===== src/rtl/diaosi_types_pkg.sv =====
// diaosi_types_pkg
// Shared types for the diaosi pipeline control logic.
//   hz_state_t : hazard sequencer state (HZ_RUN, HZ_LUSTALL)
//   hz_bcnt_t  : remaining load-use bubble count
//   HZ_IFID / HZ_IDEX / HZ_EXMEM : indices of the front pipeline registers
package diaosi_types_pkg;

  typedef enum logic {
    HZ_RUN     = 1'b0,
    HZ_LUSTALL = 1'b1
  } hz_state_t;

  typedef logic [2:0] hz_bcnt_t;

  localparam int HZ_IFID  = 0;
  localparam int HZ_IDEX  = 1;
  localparam int HZ_EXMEM = 2;

endpackage


===== src/rtl/hazard_perf_counter.sv =====
// hazard_perf_counter
// Single 32-bit event counter that saturates at all-ones.
// Ports:
//   CLK   in  core clock
//   nRST  in  synchronous active-low reset (clears the count)
//   inc   in  count one event this cycle
//   count out current count value
module hazard_perf_counter (
  input  logic        CLK,
  input  logic        nRST,
  input  logic        inc,
  output logic [31:0] count
);

  logic [31:0] count_reg;

  always_ff @(posedge CLK) begin
    if (!nRST) begin
      count_reg <= '0;
    end else if (inc && (count_reg != '1)) begin
      count_reg <= count_reg + 32'd1;
    end
  end

  assign count = count_reg;

endmodule


===== src/rtl/pipeline_hazard_ctrl.sv =====
// pipeline_hazard_ctrl
// Hazard / pipeline-control unit: PC enable and per-register latch enable and
// flush vectors from fetch/data completion, EX redirects and load-use hazards.
// Load-use hazards are handled by a registered sequencer that inserts
// LOAD_BUBBLES bubbles, counting only cycles in which the pipe advances.
// Ports:
//   CLK, nRST            clock, synchronous active-low reset
//   ihit, dhit           fetch / data access complete this cycle
//   dmem_req             EX/MEM has a memory request outstanding
//   redirect             EX resolved a jump / JR / taken branch
//   ex_memrd, ex_wsel    ID/EX is a load, and its destination register
//   id_rs, id_rt         IF/ID source registers; id_uses_rt qualifies rt
//   pc_en                PC update enable
//   stage_en             per-register latch enable (0 = IF/ID)
//   stage_flush          per-register bubble insert (only where enabled)
// Optional build macro HAZARD_PERF_CNT_EN adds the saturating outputs
//   stall_cycles, flush_events, lu_events.
module pipeline_hazard_ctrl
  import diaosi_types_pkg::*;
#(
  parameter int NSTAGE       = 4,
  parameter int REG_W        = 5,
  parameter int LOAD_BUBBLES = 1
) (
  input  logic              CLK,
  input  logic              nRST,
  input  logic              ihit,
  input  logic              dhit,
  input  logic              dmem_req,
  input  logic              redirect,
  input  logic              ex_memrd,
  input  logic [REG_W-1:0]  ex_wsel,
  input  logic [REG_W-1:0]  id_rs,
  input  logic [REG_W-1:0]  id_rt,
  input  logic              id_uses_rt,
  output logic              pc_en,
  output logic [NSTAGE-1:0] stage_en,
  output logic [NSTAGE-1:0] stage_flush
`ifdef HAZARD_PERF_CNT_EN
  ,
  output logic [31:0]       stall_cycles,
  output logic [31:0]       flush_events,
  output logic [31:0]       lu_events
`endif
);

  hz_state_t state_reg, state_next;
  hz_bcnt_t  bcnt_reg, bcnt_next;

  logic memwait;
  logic advance;
  logic luhaz;
  logic [NSTAGE-1:0] back_mask;

  assign memwait = dmem_req & ~dhit;
  assign advance = ihit & ~memwait;
  assign luhaz   = ex_memrd && (ex_wsel != '0) &&
                   ((ex_wsel == id_rs) || (id_uses_rt && (ex_wsel == id_rt)));

  // Registers from EX/MEM backwards; these drain on a data hit during a fetch miss.
  generate
    for (genvar gi = 0; gi < NSTAGE; gi++) begin : g_back
      assign back_mask[gi] = (gi >= HZ_EXMEM);
    end
  endgenerate

  always_ff @(posedge CLK) begin
    if (!nRST) begin
      state_reg <= HZ_RUN;
      bcnt_reg  <= '0;
    end else begin
      state_reg <= state_next;
      bcnt_reg  <= bcnt_next;
    end
  end

  always_comb begin
    state_next  = state_reg;
    bcnt_next   = bcnt_reg;
    pc_en       = 1'b0;
    stage_en    = '0;
    stage_flush = '0;
    if (!nRST) begin
      // Clear the whole pipe while reset is held.
      stage_en    = '1;
      stage_flush = '1;
      state_next  = HZ_RUN;
      bcnt_next   = '0;
    end else if (memwait) begin
      // Everything holds.
    end else if (!ihit) begin
      if (dmem_req && dhit) begin
        // Capture the completed memory access so it is not reissued.
        stage_en               = back_mask;
        stage_flush[HZ_EXMEM]  = 1'b1;
      end
    end else if (redirect) begin
      pc_en                = 1'b1;
      stage_en             = '1;
      stage_flush[HZ_IFID] = 1'b1;
      stage_flush[HZ_IDEX] = 1'b1;
      state_next           = HZ_RUN;
      bcnt_next            = '0;
    end else if ((state_reg == HZ_LUSTALL) || luhaz) begin
      // Bubble into ID/EX while IF/ID and the PC hold.
      stage_en              = '1;
      stage_en[HZ_IFID]     = 1'b0;
      stage_flush[HZ_IDEX]  = 1'b1;
      if (state_reg == HZ_RUN) begin
        if (LOAD_BUBBLES > 1) begin
          state_next = HZ_LUSTALL;
          bcnt_next  = hz_bcnt_t'(LOAD_BUBBLES - 1);
        end
      end else begin
        bcnt_next = bcnt_reg - 3'd1;
        if (bcnt_reg == 3'd1) begin
          state_next = HZ_RUN;
        end
      end
    end else begin
      pc_en    = 1'b1;
      stage_en = '1;
    end
  end

`ifdef HAZARD_PERF_CNT_EN
  logic stall_inc;
  logic flush_inc;
  logic lu_inc;

  assign stall_inc = ~pc_en;
  assign flush_inc = advance & redirect;
  assign lu_inc    = advance & ~redirect & (state_reg == HZ_RUN) & luhaz;

  hazard_perf_counter u_stall_cnt (
    .CLK   (CLK),
    .nRST  (nRST),
    .inc   (stall_inc),
    .count (stall_cycles)
  );

  hazard_perf_counter u_flush_cnt (
    .CLK   (CLK),
    .nRST  (nRST),
    .inc   (flush_inc),
    .count (flush_events)
  );

  hazard_perf_counter u_lu_cnt (
    .CLK   (CLK),
    .nRST  (nRST),
    .inc   (lu_inc),
    .count (lu_events)
  );
`else
  logic unused_advance;
  assign unused_advance = advance;
`endif

endmodule


===== config.mk =====
export PLATFORM = sky130hd
export DESIGN_NAME = pipeline_hazard_ctrl
export DESIGN_NICKNAME = d
export VERILOG_FILES = /design/src/rtl/diaosi_types_pkg.sv /design/src/rtl/hazard_perf_counter.sv /design/src/rtl/pipeline_hazard_ctrl.sv
export SDC_FILE = /design/constraint.sdc
export NUM_CORES = 1
export LEC_CHECK = 0
export ABC_CLOCK_PERIOD_IN_PS = 1700
export CAP_MARGIN = 5
export CORE_MARGIN = 2
export CORE_UTILIZATION = 29
export CTS_CLUSTER_SIZE = 8
export DETAILED_ROUTE_END_ITERATION = 6
export PLACE_DENSITY_LB_ADDON = 0.05
export SLEW_MARGIN = 25
export SYNTH_ARGS = -nofsm -noshare
export SYNTH_HDL_FRONTEND = slang
export SYNTH_SLANG_ARGS = --single-unit

===== constraint.sdc =====
create_clock -name CLK -period 1.7 [get_ports CLK]
set_input_delay 0.425 -clock CLK [delete_from_list [all_inputs] [get_ports CLK]]
set_output_delay 0.425 -clock CLK [all_outputs]
set_load 0.01 [all_outputs]

==> flow_summary.rst <==
.. list-table::
   :header-rows: 1

   * - Metric
     - Value
   * - Status
     - finished, violations left
   * - Violations in the final reports
     - negative setup slack
   * - Combinational family with the most area after synthesis
     - simple AND/OR/NAND/NOR gates
   * - Share of the cycle needed by the critical path after routing
     - 1.171
   * - Register bit count reported by yosys
     - 4
   * - Dominant synthesized flop cell
     - dfxtp_1
   * - Wire length of the first global-routing pass
     - 2490 um
   * - Biggest fanout along the worst timing path
     - 3
   * - Crit Reg-Reg Startpoint
     - state_reg
   * - Antenna cell count
     - 0
   * - Number of antenna violations at the first check in global routing
     - 0
   * - Clock sink total
     - 4
   * - GRT Resource Usage Total
     - 0.1764
   * - Detailed placement HPWL
     - 1197 um
   * - Cell Area, Synth
     - 439.2 um2
   * - Clock latency on the worst-skew pair
     - 240 ps
   * - Initial detailed-routing violation count
     - 3
   * - Net count of the finished layout
     - 142
   * - WP data required
     - 1270 ps
   * - Detail-routed via count per cell
     - 4.855
   * - Sum of internal, switching and leakage power
     - 0.4051 mW
   * - Initial Util
     - 0.3021
   * - Final hold vios
     - 0
   * - Placeable core region
     - 0.001454 mm2
   * - Via Count
     - 636
   * - HP Class
     - reg -> reg
   * - Type of the worst setup path
     - in -> out
   * - Cell types with the highest counts after synthesis
     - xnor2_1 (11), a21oi_1 (6), inv_1 (6), nand2_1 (6), nor2_1 (5)
   * - Biggest area consumer among synthesized cells
     - xnor2_1
   * - Final setup margin
     - -290.6 ps
   * - Clock tree from TritonCTS
     - built
   * - Critical path startpoint category
     - primary input
   * - Tightest slew margin relative to the limit
     - 0.8387
   * - Die Wd
     - 42.92 um
   * - Most used standard cell by instance count after synthesis
     - xnor2_1
   * - Arrival time reported for the critical path endpoint
     - 1570 ps
   * - Max Root-Sink Buffers
     - 2
   * - Worst Max-Slew Pin Slew
     - 241.1 ps
   * - Length of the first detailed-routing pass in iterations
     - 3
   * - Row cnt
     - 14
   * - Via count of the first global-routing pass
     - 611
   * - Fin crit period
     - 1991 ps
   * - Register clock-pin slew on the reported worst setup and hold paths
     - 30 ps
   * - Num CTS Buffers
     - 3
   * - Cell types occupying the most area after synthesis
     - xnor2_1 (22%), dfxtp_1 (18%), a21oi_1 (6.8%)
   * - Total setup violations reported at the end of the flow
     - 3
   * - Utilization of the core after routing
     - 0.6687
   * - Layout cells sized above 1
     - 0.4348
   * - Simple logic cell fraction of the synthesized area
     - 0.2422
   * - Clock root buffer
     - clkbuf_4
   * - Hold Crit Endpoint
     - bcnt_reg[1]
   * - Register-to-Register Setup Slack
     - 580 ps
   * - Power density over the cells
     - 416.7 mW/mm2
   * - Detailed Route WL
     - 1386 um
   * - Max incr delay on CP
     - 540 ps
   * - Mux share of post-synthesis cell area
     - 0
   * - Average size of a mapped cell
     - 7.083 um2
   * - Max Cap Violations
     - 0
   * - Number of H-tree levels
     - 1
   * - Synthesis-to-layout area growth
     - 121.4%
   * - Area fraction in compound gates after synthesis
     - 0.2308
   * - Pin count of the biggest net entering global routing
     - 7
   * - End of the worst register-to-register path
     - bcnt_reg[0]
   * - Yosys cell types
     - 23
   * - Post-Synthesis Net Count
     - 87
   * - Worst Clk Skew
     - 10.75 ps
   * - Slowest-stage cell, CP
     - or4_4
   * - Reg2reg path depth
     - 5
   * - Vertical die dimension
     - 42.92 um
   * - Final count of pins violating max slew
     - 0
   * - Upper clock frequency limit
     - 502.4 MHz
   * - Seq/Total Area, Yosys
     - 0.1823
   * - Share of synthesized cell area in full adder, half adder and majority cells
     - 0.05698
   * - Endpoint kind of the worst setup timing path
     - output pin
   * - Unrepaired setup endpoints after global routing
     - true
   * - Final estimated routing congestion in global placement
     - 0.7115
   * - Final-layout fill cell count
     - 152
   * - Worst hold path startpoint
     - bcnt_reg[1]
   * - Mapped Cells
     - 62
   * - Antenna-violating nets left
     - 0
   * - Remaining global-route overflow
     - 0
   * - Leakage
     - 0.4347 nW
   * - Flip-flop count of the largest register after layout
     - 3
   * - Number of buffers added on ports
     - 31
   * - Cts hold-fix bufs
     - 0
   * - Count of flip-flops with a built-in enable after synthesis
     - 0
   * - Share of flip-flops with an asynchronous set or reset after synthesis
     - 0
   * - Number of warnings issued by yosys
     - 0
   * - Die Outline Area
     - 0.001842 mm2
   * - Portion of synthesized cell area occupied by the leading cell type
     - 0.2194
   * - Total I/O pin count
     - 32
   * - Hold Path Stages
     - 2
   * - Xor and xnor fraction of the mapped netlist area
     - 0.2194
   * - Worst VDD drop
     - 0.0002622 V
   * - Average wire per cell in the routed design
     - 10.58 um
   * - CP Cell Sequence
     - buf_6, or4_4, o21ai_4, nand3_2, o211a_1, buf_2
   * - DRC violation count after routing
     - 0
[critical path: cells and delay by family]
family	cells	cell delay [ps]
and+or+nand+nor	2	620
AOI/OAI and AO/OA	2	290
buffers and inverters	2	220
[layer usage]
metal,GRT usage,share of wire,routed length (um),vias to the layer above
li1,-,-,-,329
met1,0.1923,0.38,530,285
met2,0.3273,0.56,773,22
met3,0.05532,0.059,82,0
met4,0.03750,0,0,0
met5,0,0,0,-
[logic make-up after synthesis]
family / Yosys count
buffers and inverters: 7
AND/OR/NAND/NOR: 22
adder cells (fa/ha/maj): 2
XOR/XNOR: 11
AO/OA/AOI/OAI: 16
flip-flops: 4
[stage by stage]
| stage | hold slack [ps] | std cells | TNS, ps | instance area (um2) | setup slack (ps) |
|---|---|---|---|---|---|
| 6_report | 468.5 | 131 | -818.6 | 972.2 | -290.6 |
| 5_1_grt | 489.3 | 131 | -932.3 | 972.2 | -318.6 |
| 4_1_cts | 469.4 | 131 | -917.9 | 978.4 | -323.6 |
| 3_5_place_dp | 465.5 | 127 | -6263 | 915.9 | -1034 |
| 3_3_place_gp | 460.9 | 127 | -6107 | 915.9 | -997.8 |
| 2_1_floorplan | 449.6 | 62 | -150.8 | 450.4 | -50.38 |
[report_power, final]
group / total [mW] / internal (mW) / switching (mW) / leakage (nW)
Clock: 0.122 / 0.0792 / 0.0425 / 0.0138
Combinational: 0.189 / 0.110 / 0.0792 / 0.389
Sequential: 0.0943 / 0.0943 / 0.0000000000000000000608 / 0.0322
Total: 0.405 / 0.283 / 0.122 / 0.435
[worst max-delay path by stage]
| stage | startpoint | end | slack, ps | cells after the start |
|---|---|---|---|---|
| after floorplan | ex_wsel[1] | stage_flush[1] | -50 | 4 |
| after global placement | ex_wsel[1] | stage_en[0] | -1000 | 6 |
| after detailed placement | ex_wsel[1] | pc_en | -1030 | 6 |
| after CTS | ex_wsel[4] | stage_flush[1] | -320 | 6 |
| after global routing | ex_wsel[4] | pc_en | -320 | 6 |
| final | ex_wsel[4] | stage_flush[1] | -290 | 6 |
[placed cells by master (no fill, tap or decap), types with 3 or more instances in the layout]
| cell | Yosys | routed |
|---|---|---|
| a21oi_1 | 6 | 4 |
| nand2_1 | 6 | 4 |
| xnor2_1 | 11 | 10 |
| buf_2 | 0 | 5 |
| nor2_1 | 5 | 3 |
| buf_6 | 0 | 4 |
| dfxtp_1 | 4 | 4 |
| clkbuf_2 | 0 | 4 |
| inv_1 | 6 | 6 |
| nor3_1 | 3 | 3 |
| dlygate4sd2_1 | 0 | 13 |
| buf_4 | 1 | 18 |
| clkbuf_4 | 0 | 3 |
[final cells by class]
class | instances | area, um2 | share of cell area
inverter | 6 | 22.52 | 0.02317
tap | 16 | 20.02 | 0.02059
sequential | 4 | 80.08 | 0.08237
timing repair buffer | 51 | 414.1 | 0.4260
clock buffer | 3 | 22.52 | 0.02317
multi-input combinational | 51 | 412.9 | 0.4247
[what timing repair did]
item	in CTS	in global routing
pin swaps	20	6
gates cloned	0	0
gates resized for setup	72	10
endpoints found under the setup margin	9	8
setup buffers	1	0
Power figures use the tool's default switching activity.
